### src/rtl/melody_sequencer.sv
// Nyan Cat melody sequencer: steps a 25-entry note table on beat ticks and
// drives a gated phase-increment command into the shared tone datapath.
module melody_sequencer #(
    parameter int TICK_SAMPLES = 5468,
    parameter int SHORT_TICKS  = 3,
    parameter int LONG_TICKS   = 7,
    parameter int SPACE_TICKS  = 1
) (
    input  logic       clk,
    input  logic       rst_n,
    input  logic       sample_strobe,
    input  logic       run,
    input  logic       restart,
    output logic       gate,
    output logic [6:0] note_inc,
    output logic [4:0] melody_pos,
    output logic       loop_done
);
    localparam int SW    = (TICK_SAMPLES > 1) ? $clog2(TICK_SAMPLES) : 1;
    localparam int MAXNS = (LONG_TICKS > SHORT_TICKS) ? LONG_TICKS : SHORT_TICKS;
    localparam int MAXT  = (MAXNS > SPACE_TICKS) ? MAXNS : SPACE_TICKS;
    localparam int TW    = (MAXT > 1) ? $clog2(MAXT) : 1;

    localparam logic [SW-1:0] SAMP_LAST  = SW'(TICK_SAMPLES - 1);
    localparam logic [TW-1:0] SHORT_LAST = TW'(SHORT_TICKS - 1);
    localparam logic [TW-1:0] LONG_LAST  = TW'(LONG_TICKS - 1);
    localparam logic [TW-1:0] SPACE_LAST = TW'(SPACE_TICKS - 1);
    localparam logic [4:0]    LAST_POS   = 5'd24;

    localparam logic [6:0] INC_GS = 7'd67;
    localparam logic [6:0] INC_FS = 7'd60;
    localparam logic [6:0] INC_DS = 7'd50;
    localparam logic [6:0] INC_D  = 7'd48;
    localparam logic [6:0] INC_CS = 7'd45;
    localparam logic [6:0] INC_B  = 7'd40;

    typedef enum logic [1:0] {IDLE, NOTE, GAP} state_t;

    state_t          state;
    logic [SW-1:0]   samp_cnt;
    logic [TW-1:0]   tick_cnt;

    function automatic logic [6:0] inc_of(input logic [4:0] idx);
        case (idx)
            5'd0, 5'd16, 5'd19:                              inc_of = INC_FS;
            5'd1, 5'd17:                                     inc_of = INC_GS;
            5'd3, 5'd15, 5'd18:                              inc_of = INC_DS;
            5'd2, 5'd5, 5'd10, 5'd11, 5'd21:                 inc_of = INC_D;
            5'd6, 5'd9, 5'd12, 5'd14, 5'd20, 5'd23:          inc_of = INC_CS;
            5'd4, 5'd7, 5'd8, 5'd13, 5'd22, 5'd24:           inc_of = INC_B;
            default:                                         inc_of = 7'd0;
        endcase
    endfunction

    function automatic logic is_long(input logic [4:0] idx);
        case (idx)
            5'd0, 5'd1, 5'd3, 5'd7, 5'd8, 5'd9, 5'd10: is_long = 1'b1;
            default:                                   is_long = 1'b0;
        endcase
    endfunction

    logic          tick;
    logic [TW-1:0] note_last;
    logic [4:0]    next_pos;

    assign tick      = sample_strobe && (samp_cnt == SAMP_LAST);
    assign note_last = is_long(melody_pos) ? LONG_LAST : SHORT_LAST;
    assign next_pos  = (melody_pos == LAST_POS) ? 5'd0 : melody_pos + 5'd1;

    always_ff @(posedge clk or negedge rst_n) begin
        if (!rst_n) begin
            state      <= IDLE;
            samp_cnt   <= '0;
            tick_cnt   <= '0;
            gate       <= 1'b0;
            note_inc   <= 7'd0;
            melody_pos <= 5'd0;
            loop_done  <= 1'b0;
        end else begin
            loop_done <= 1'b0;
            if (restart) begin
                melody_pos <= 5'd0;
                samp_cnt   <= '0;
                tick_cnt   <= '0;
                if (run) begin
                    state    <= NOTE;
                    gate     <= 1'b1;
                    note_inc <= inc_of(5'd0);
                end else begin
                    state <= IDLE;
                    gate  <= 1'b0;
                end
            end else if (!run) begin
                // pause holds position; the entry replays from its start on resume
                state    <= IDLE;
                gate     <= 1'b0;
                samp_cnt <= '0;
                tick_cnt <= '0;
            end else begin
                case (state)
                    IDLE: begin
                        state    <= NOTE;
                        gate     <= 1'b1;
                        note_inc <= inc_of(melody_pos);
                        samp_cnt <= '0;
                        tick_cnt <= '0;
                    end
                    NOTE, GAP: begin
                        if (sample_strobe)
                            samp_cnt <= tick ? '0 : samp_cnt + SW'(1);
                        if (tick) begin
                            if (state == NOTE && tick_cnt == note_last) begin
                                state    <= GAP;
                                gate     <= 1'b0;
                                tick_cnt <= '0;
                            end else if (state == GAP && tick_cnt == SPACE_LAST) begin
                                state      <= NOTE;
                                gate       <= 1'b1;
                                tick_cnt   <= '0;
                                melody_pos <= next_pos;
                                note_inc   <= inc_of(next_pos);
                                loop_done  <= (melody_pos == LAST_POS);
                            end else begin
                                tick_cnt <= tick_cnt + TW'(1);
                            end
                        end
                    end
                    default: begin
                        state <= IDLE;
                        gate  <= 1'b0;
                    end
                endcase
            end
        end
    end
endmodule

### config.mk
export PLATFORM = sky130hd
export DESIGN_NAME = melody_sequencer
export DESIGN_NICKNAME = d
export VERILOG_FILES = /design/src/rtl/melody_sequencer.sv
export SDC_FILE = /design/constraint.sdc
export NUM_CORES = 1
export LEC_CHECK = 0
export CORE_UTILIZATION = 36
export CTS_CLUSTER_SIZE = 10
export DETAILED_ROUTE_END_ITERATION = 8
export HOLD_SLACK_MARGIN = 0.08
export SLEW_MARGIN = 20
export SYNTH_ARGS = -nofsm -noshare
export SYNTH_HDL_FRONTEND = slang
export SYNTH_SLANG_ARGS = --single-unit
### constraint.sdc
create_clock -name clk -period 2.5 [get_ports clk]
set_clock_uncertainty 0.15 [all_clocks]
set_input_delay 0.5 -clock clk [delete_from_list [all_inputs] [get_ports clk]]
set_output_delay 0.5 -clock clk [all_outputs]
set_load 0.01 [all_outputs]
; ---- Yosys cells after proc, flatten, opt, wreduce, memory -nomap -nowiden
; Memories as Yosys holds them, arrays and structs flattened.
; Index checks and enable logic that the tools add are counted.
; Widths: inputs -> output; s select.
[totals]
reg_bits = 32
mem_bits_ro = 448
memories = 2
[mem_list]
columns = name, depth, word_bits, rd, rd_clocked_by_memory_dff, write_ports, line
row1 = (no name shown), 32, 7, 1, 0, 0, 44  ; case (idx)
row2 = (no name shown), 32, 7, 1, 0, 0, 44
[op_classes]
n_addsub = 3
eq_ne = 19
muxes = 47
n_reduce_logical = 18
[ops]
columns = cell, n
row1 = $mux 13, 4
row2 = $mux 7, 6
row3 = $mux 5, 7
row4 = $pmux 13 s2, 1
row5 = $mux 3, 6
row6 = $eq 5x4->1 const B, 3
row7 = $mux 1, 14
row8 = $pmux 7 s2, 1
row9 = $add 13x1->13 const B, 1
row10 = $eq 13x13->1 const B, 1
row11 = $mux 2, 5
row12 = $reduce_and 5->1, 2
row13 = $ne 3x3->1 const B, 3
row14 = $ne 4x4->1 const B, 2
row15 = $reduce_bool 2->1, 4
row16 = $reduce_or 7->1, 1
row17 = $pmux 3 s2, 1
row18 = $reduce_and 2->1, 3
row19 = $add 5x1->5 const B, 1
row20 = $eq 5x1->1 const B, 1
row21 = $eq 5x2->1 const B, 1
row22 = $eq 5x3->1 const B, 1
row23 = $eq 5x5->1 const B, 1
row24 = $logic_not 5->1, 1
row25 = other kinds (14), 16

; ---- Depth between registers and ports, before layout
[depth]
word_depth = 11
depth_mapped = 9

; ---- Least setup slack after synthesis
; OpenSTA, ideal clock, no wires.
[synth_timing]
kind = reg2reg
startpoint = reg melody_pos[0]
endpoint = reg note_inc[0]
setup_time_ps = 125
arrival_ps = 2475
t_required_ps = 2225
path_slack_ps = -250
stages_incl_launch_ff = 10
path_buffers = 2
period_less_slack_ps = 2750
cell_sequence = dfrtp_1 clkbuf_1 inv_1 ha_1 a211o_1 a22oi_1 a2111o_1 a21o_1 buf_6 mux2_4
[synth_between]
elab_chain_len = 9
word_cells_on_any_way = 25
cone_classes = add/sub (1) / eq/ne (9) / mux (9) / reduce/logical (4) / memory (2)
[synth_rtl]
columns = element, line
row1 = "start, declared", 16  ; output logic [4:0] melody_pos,
row2 = "start signal, assigned", 120  ; melody_pos <= next_pos;
row3 = $add 5x1->5 or $eq 5x5->1 (tied branches), 68  ; assign next_pos = (melody_pos == LAST_POS) ? 5'd0 : melody_pos + 5'd1;
row4 = $mux 5, 68
row5 = $mem_v2 32x7, -
row6 = $mux 7, 116  ; end else if (state == GAP && tick_cnt == SPACE_LAST) begin
row7 = $mux 7, 112  ; if (state == NOTE && tick_cnt == note_last) begin
row8 = $mux 7, 111  ; if (tick) begin
row9 = $pmux 7 s2, 100  ; case (state)
row10 = $mux 7, 93  ; end else if (!run) begin
row11 = $mux 7, 81  ; if (restart) begin
row12 = "end signal, assigned", 88  ; note_inc <= inc_of(5'd0);
row13 = "end signal, assigned", 104  ; note_inc <= inc_of(melody_pos);
row14 = "end signal, assigned", 121  ; note_inc <= inc_of(next_pos);
row15 = "end, declared", 15  ; output logic [6:0] note_inc,
; Several ways; a longest one is shown, not always the timed one. The select of a mux whose other input is x is not followed.
; A chain may end at the register's enable or synchronous reset.

; ---- Worst setup path after layout
[layout_timing]
startpoint = reg melody_pos[1]
endpoint = reg note_inc[5]
; The elaborated chain is that of the path after synthesis.

==> metrics.txt <==
async set or reset register ratio after synthesis=1.000; Total Routing Usage GR=0.1929; total length of routed wires=approximately 6600 um; number of antenna violations at the first check in global routing=0; effective utilization at floorplan=0.3820; Final Instance Area=0.003159 mm2; CP Launch Type=flop; maximum clock frequency=between 0.4 and 0.5 GHz; first drt pass iteration count=5; TritonCTS clock tree=yes; final setup violation count=0; Max Slew Vio Count=0; number of distinct library cells after synthesis=59; Port Buffer Count=18; netlist area before placement=roughly 0.0025 mm2; Period minus WS final=between 2000 and 2500 ps; Layout Utilization=0.4837; synthesis-to-finish area growth=26.63%; WP data required=around 2500 ps; Antenna Diode Count=0; fillcell total=646; cell class contributing the biggest share of worst-path delay=buffers and inverters; clock latency at the later pin of the worst-skew pair=slightly below 300 ps; sink count of the clock tree=31; critical path buffer and inverter count=3; number of rows created at floorplan=29; Power Density=approximately 550 mW/mm2; post-layout total power=1.750 mW; root buffer cell=clkbuf_8; post-detailed-route DRC marker count=0; Post-Layout Cell Count=roughly 430; H-Tree Depth=2; ratio of routed vias to standard cells=5.653; post-synthesis register bit count=31; nets=369; Post-synth EDFFs=0; top cell type's share of synthesized area=0.3109; critical path, cell by cell=inv_1, ha_2, buf_4, a21bo_2, o221ai_1, buf_4, nor4b_1, a211oi_1, mux2_4; Boundary Pins=19; remaining max-slew budget at the tightest pin=0.6957; net count of the mapped netlist=approximately 320; pre-CTS WS=-65.17 ps; Hold WC Path Type=flop to flop; routability congestion estimate=roughly 0.86; dominant register cell in the synthesized netlist=dfrtp_1; clock slew at the register clock pins of the worst setup and hold paths=around 70 ps; minimum setup slack in the final design=about 120 ps; via count of the first global-routing pass=roughly 2.3k; dominant cells by area after synthesis=dfrtp_1 (31%), ha_1 (7.5%), nand2_1 (4.7%); placeable core area=0.006531 mm2; post-synthesis cell count=roughly 300; Iteration-0 DRC Markers=between 150 and 200; Slowest Stage Delay on Critical Path=approximately 420 ps; layout cell share with drive strength beyond 1=0.2171; sequential standard cell area=between 700 and 800 um2; worst setup path category=flop to flop; die height=85.25 um; most frequent CP cell=buf_4; multi-input gate area in the final layout=approximately 0.0016 mm2; largest net degree at the start of global routing=32; total number of vias=between 2k and 2.5k; GR Overflow Total=0; worst-case hold slack=about 350 ps; commonest non-fill, non-tap cell in the layout=buf_4; chip width=between 80 and 90 um; result of the run=complete, no violations; Cell Count Post-Placement=between 400 and 500; cell at the slowest stage of the critical path=dfrtp_2; total count of hold-check failures in the final report=0; part of the cycle the worst path needs=0.9531; maximum fanout count along the critical path=8; Yosys warning total=0; CTS Hold Buffers Added=0; commonest cells after routing, fill and taps aside=buf_4 (41), nand2_1 (31), dfrtp_1 (29), nor2_1 (25), o21ai_0 (21); global-route wire length before repair=11300 um; total clock buffers created by CTS=5; detailed placement HPWL=around 5000 um; remaining antenna violation count after routing=0; largest buffer count on any clock path=2; share of synthesized area occupied by flip-flops and latches=0.3109; area of the die=about 0.0073 mm2; max-cap viol count=0; slew at the pin closest to its max-slew limit=roughly 450 ps; total leakage power=1.314 nW; worst supply voltage drop on vdd=0.0003919 V; arrival time reported for the critical path endpoint=between 2000 and 2500 ps; WL per Instance=about 15 um; setup TNS after final layout=0 ps; top cell type by total area after synthesis=dfrtp_1; kind of end point of the critical path=flop; post-synthesis average cell area=roughly 8.3 um2; post-detailed-placement cell area=roughly 0.0030 mm2
==> synth_stat cells, types with 2 or more instances <==
library cell / instances
dfrtp_1: 31
nand4_1: 5
a21boi_0: 2
nand4b_1: 2
a21bo_2: 2
and3b_1: 2
inv_1: 14
or2_2: 2
or3_1: 5
xnor2_1: 7
nand3_1: 12
a211o_1: 3
nor3b_1: 3
and4_2: 2
o21ai_0: 21
mux2i_1: 3
a31o_2: 2
o22ai_1: 2
mux2_4: 3
buf_2: 3
and2_1: 6
nand2_1: 31
a21o_1: 2
nor4_1: 3
nand2b_1: 5
clkbuf_1: 11
a21oi_1: 15
a31oi_1: 4
xor2_1: 2
a22oi_1: 3
nor2_1: 25
mux2_2: 2
a22o_1: 2
ha_1: 15
nor2b_1: 7
a221o_1: 2
and3_1: 2
a221oi_1: 5
a211oi_1: 2
nor3_1: 6
o221ai_1: 5
==> path summary, 6_finish.rpt <==
check / to / start / cells after the start / slack (ps)
max: note_inc[5] / melody_pos[1] / 9 / 120
min: tick_cnt[0] / tick_cnt[0] / 1 / 350
max reg2reg: note_inc[5] / melody_pos[1] / 9 / 120
min reg2reg: tick_cnt[0] / tick_cnt[0] / 1 / 350
max in group asynchronous: melody_pos[1] / rst_n / 2 / 1430
min in group asynchronous: samp_cnt[12] / rst_n / 2 / 450
==> where the power goes <==
part	total, mW	leakage (nW)	internal, mW	switching [mW]
registers	0.613	0.410	0.571	0.0415
clock network	0.524	0.0612	0.323	0.202
logic	0.613	0.844	0.339	0.274
total	1.75	1.31	1.23	0.517
==> repair_timing <==
action,4_1_cts,5_1_grt
setup buffers,0,1
gates resized for setup,0,7
endpoints found under the setup margin,0,16
==> registers in the layout (all words and copies together) (netlist names) <==
signal	flops
state	1
samp_cnt	13
loop_done	1
melody_pos	5
tick_cnt	3
gate	1
note_inc	7
==> layout make-up <==
| type | count | area share |
|---|---|---|
| repair buffers | 59 | 0.1545 |
| multi-input cells | 238 | 0.5149 |
| flip-flops and latches | 31 | 0.2463 |
| inverters | 14 | 0.01663 |
| clock buffers | 6 | 0.02614 |
| well taps | 77 | 0.03050 |
| clock inverters | 2 | 0.01109 |
==> layer usage <==
| layer | vias to the layer above | global-route usage | share of wire | routed length (um) |
|---|---|---|---|---|
| li1 | 1187 | - | - | - |
| met1 | 1142 | 0.2532 | 0.46 | 3014 |
| met2 | 73 | 0.3306 | 0.47 | 3098 |
| met3 | 12 | 0.03113 | 0.050 | 328 |
| met4 | 0 | 0.05152 | 0.018 | 118 |
| met5 | - | 0 | 0 | 0 |
==> logic make-up (layout without fill, tap and decap cells) <==
family	count (synthesis)	in the layout	synth area share
and+or+nand+nor	125	125	0.2728
AOI/OAI and AO/OA	81	81	0.2207
DFF	31	31	0.3109
buffers and inverters	30	81	0.04965
adders and majority gates	15	15	0.07523
xor gates and xnor gates	9	9	0.03160
muxes	8	8	0.03912
==> worst register-to-register path: stages, from the launching register on <==
cell and delay [ps]:
dfrtp_2 420, inv_1 110, ha_2 210, buf_4 160, a21bo_2 190, o221ai_1 160
buf_4 200, nor4b_1 290, a211oi_1 100, mux2_4 290
Power figures use the tool's default switching activity.
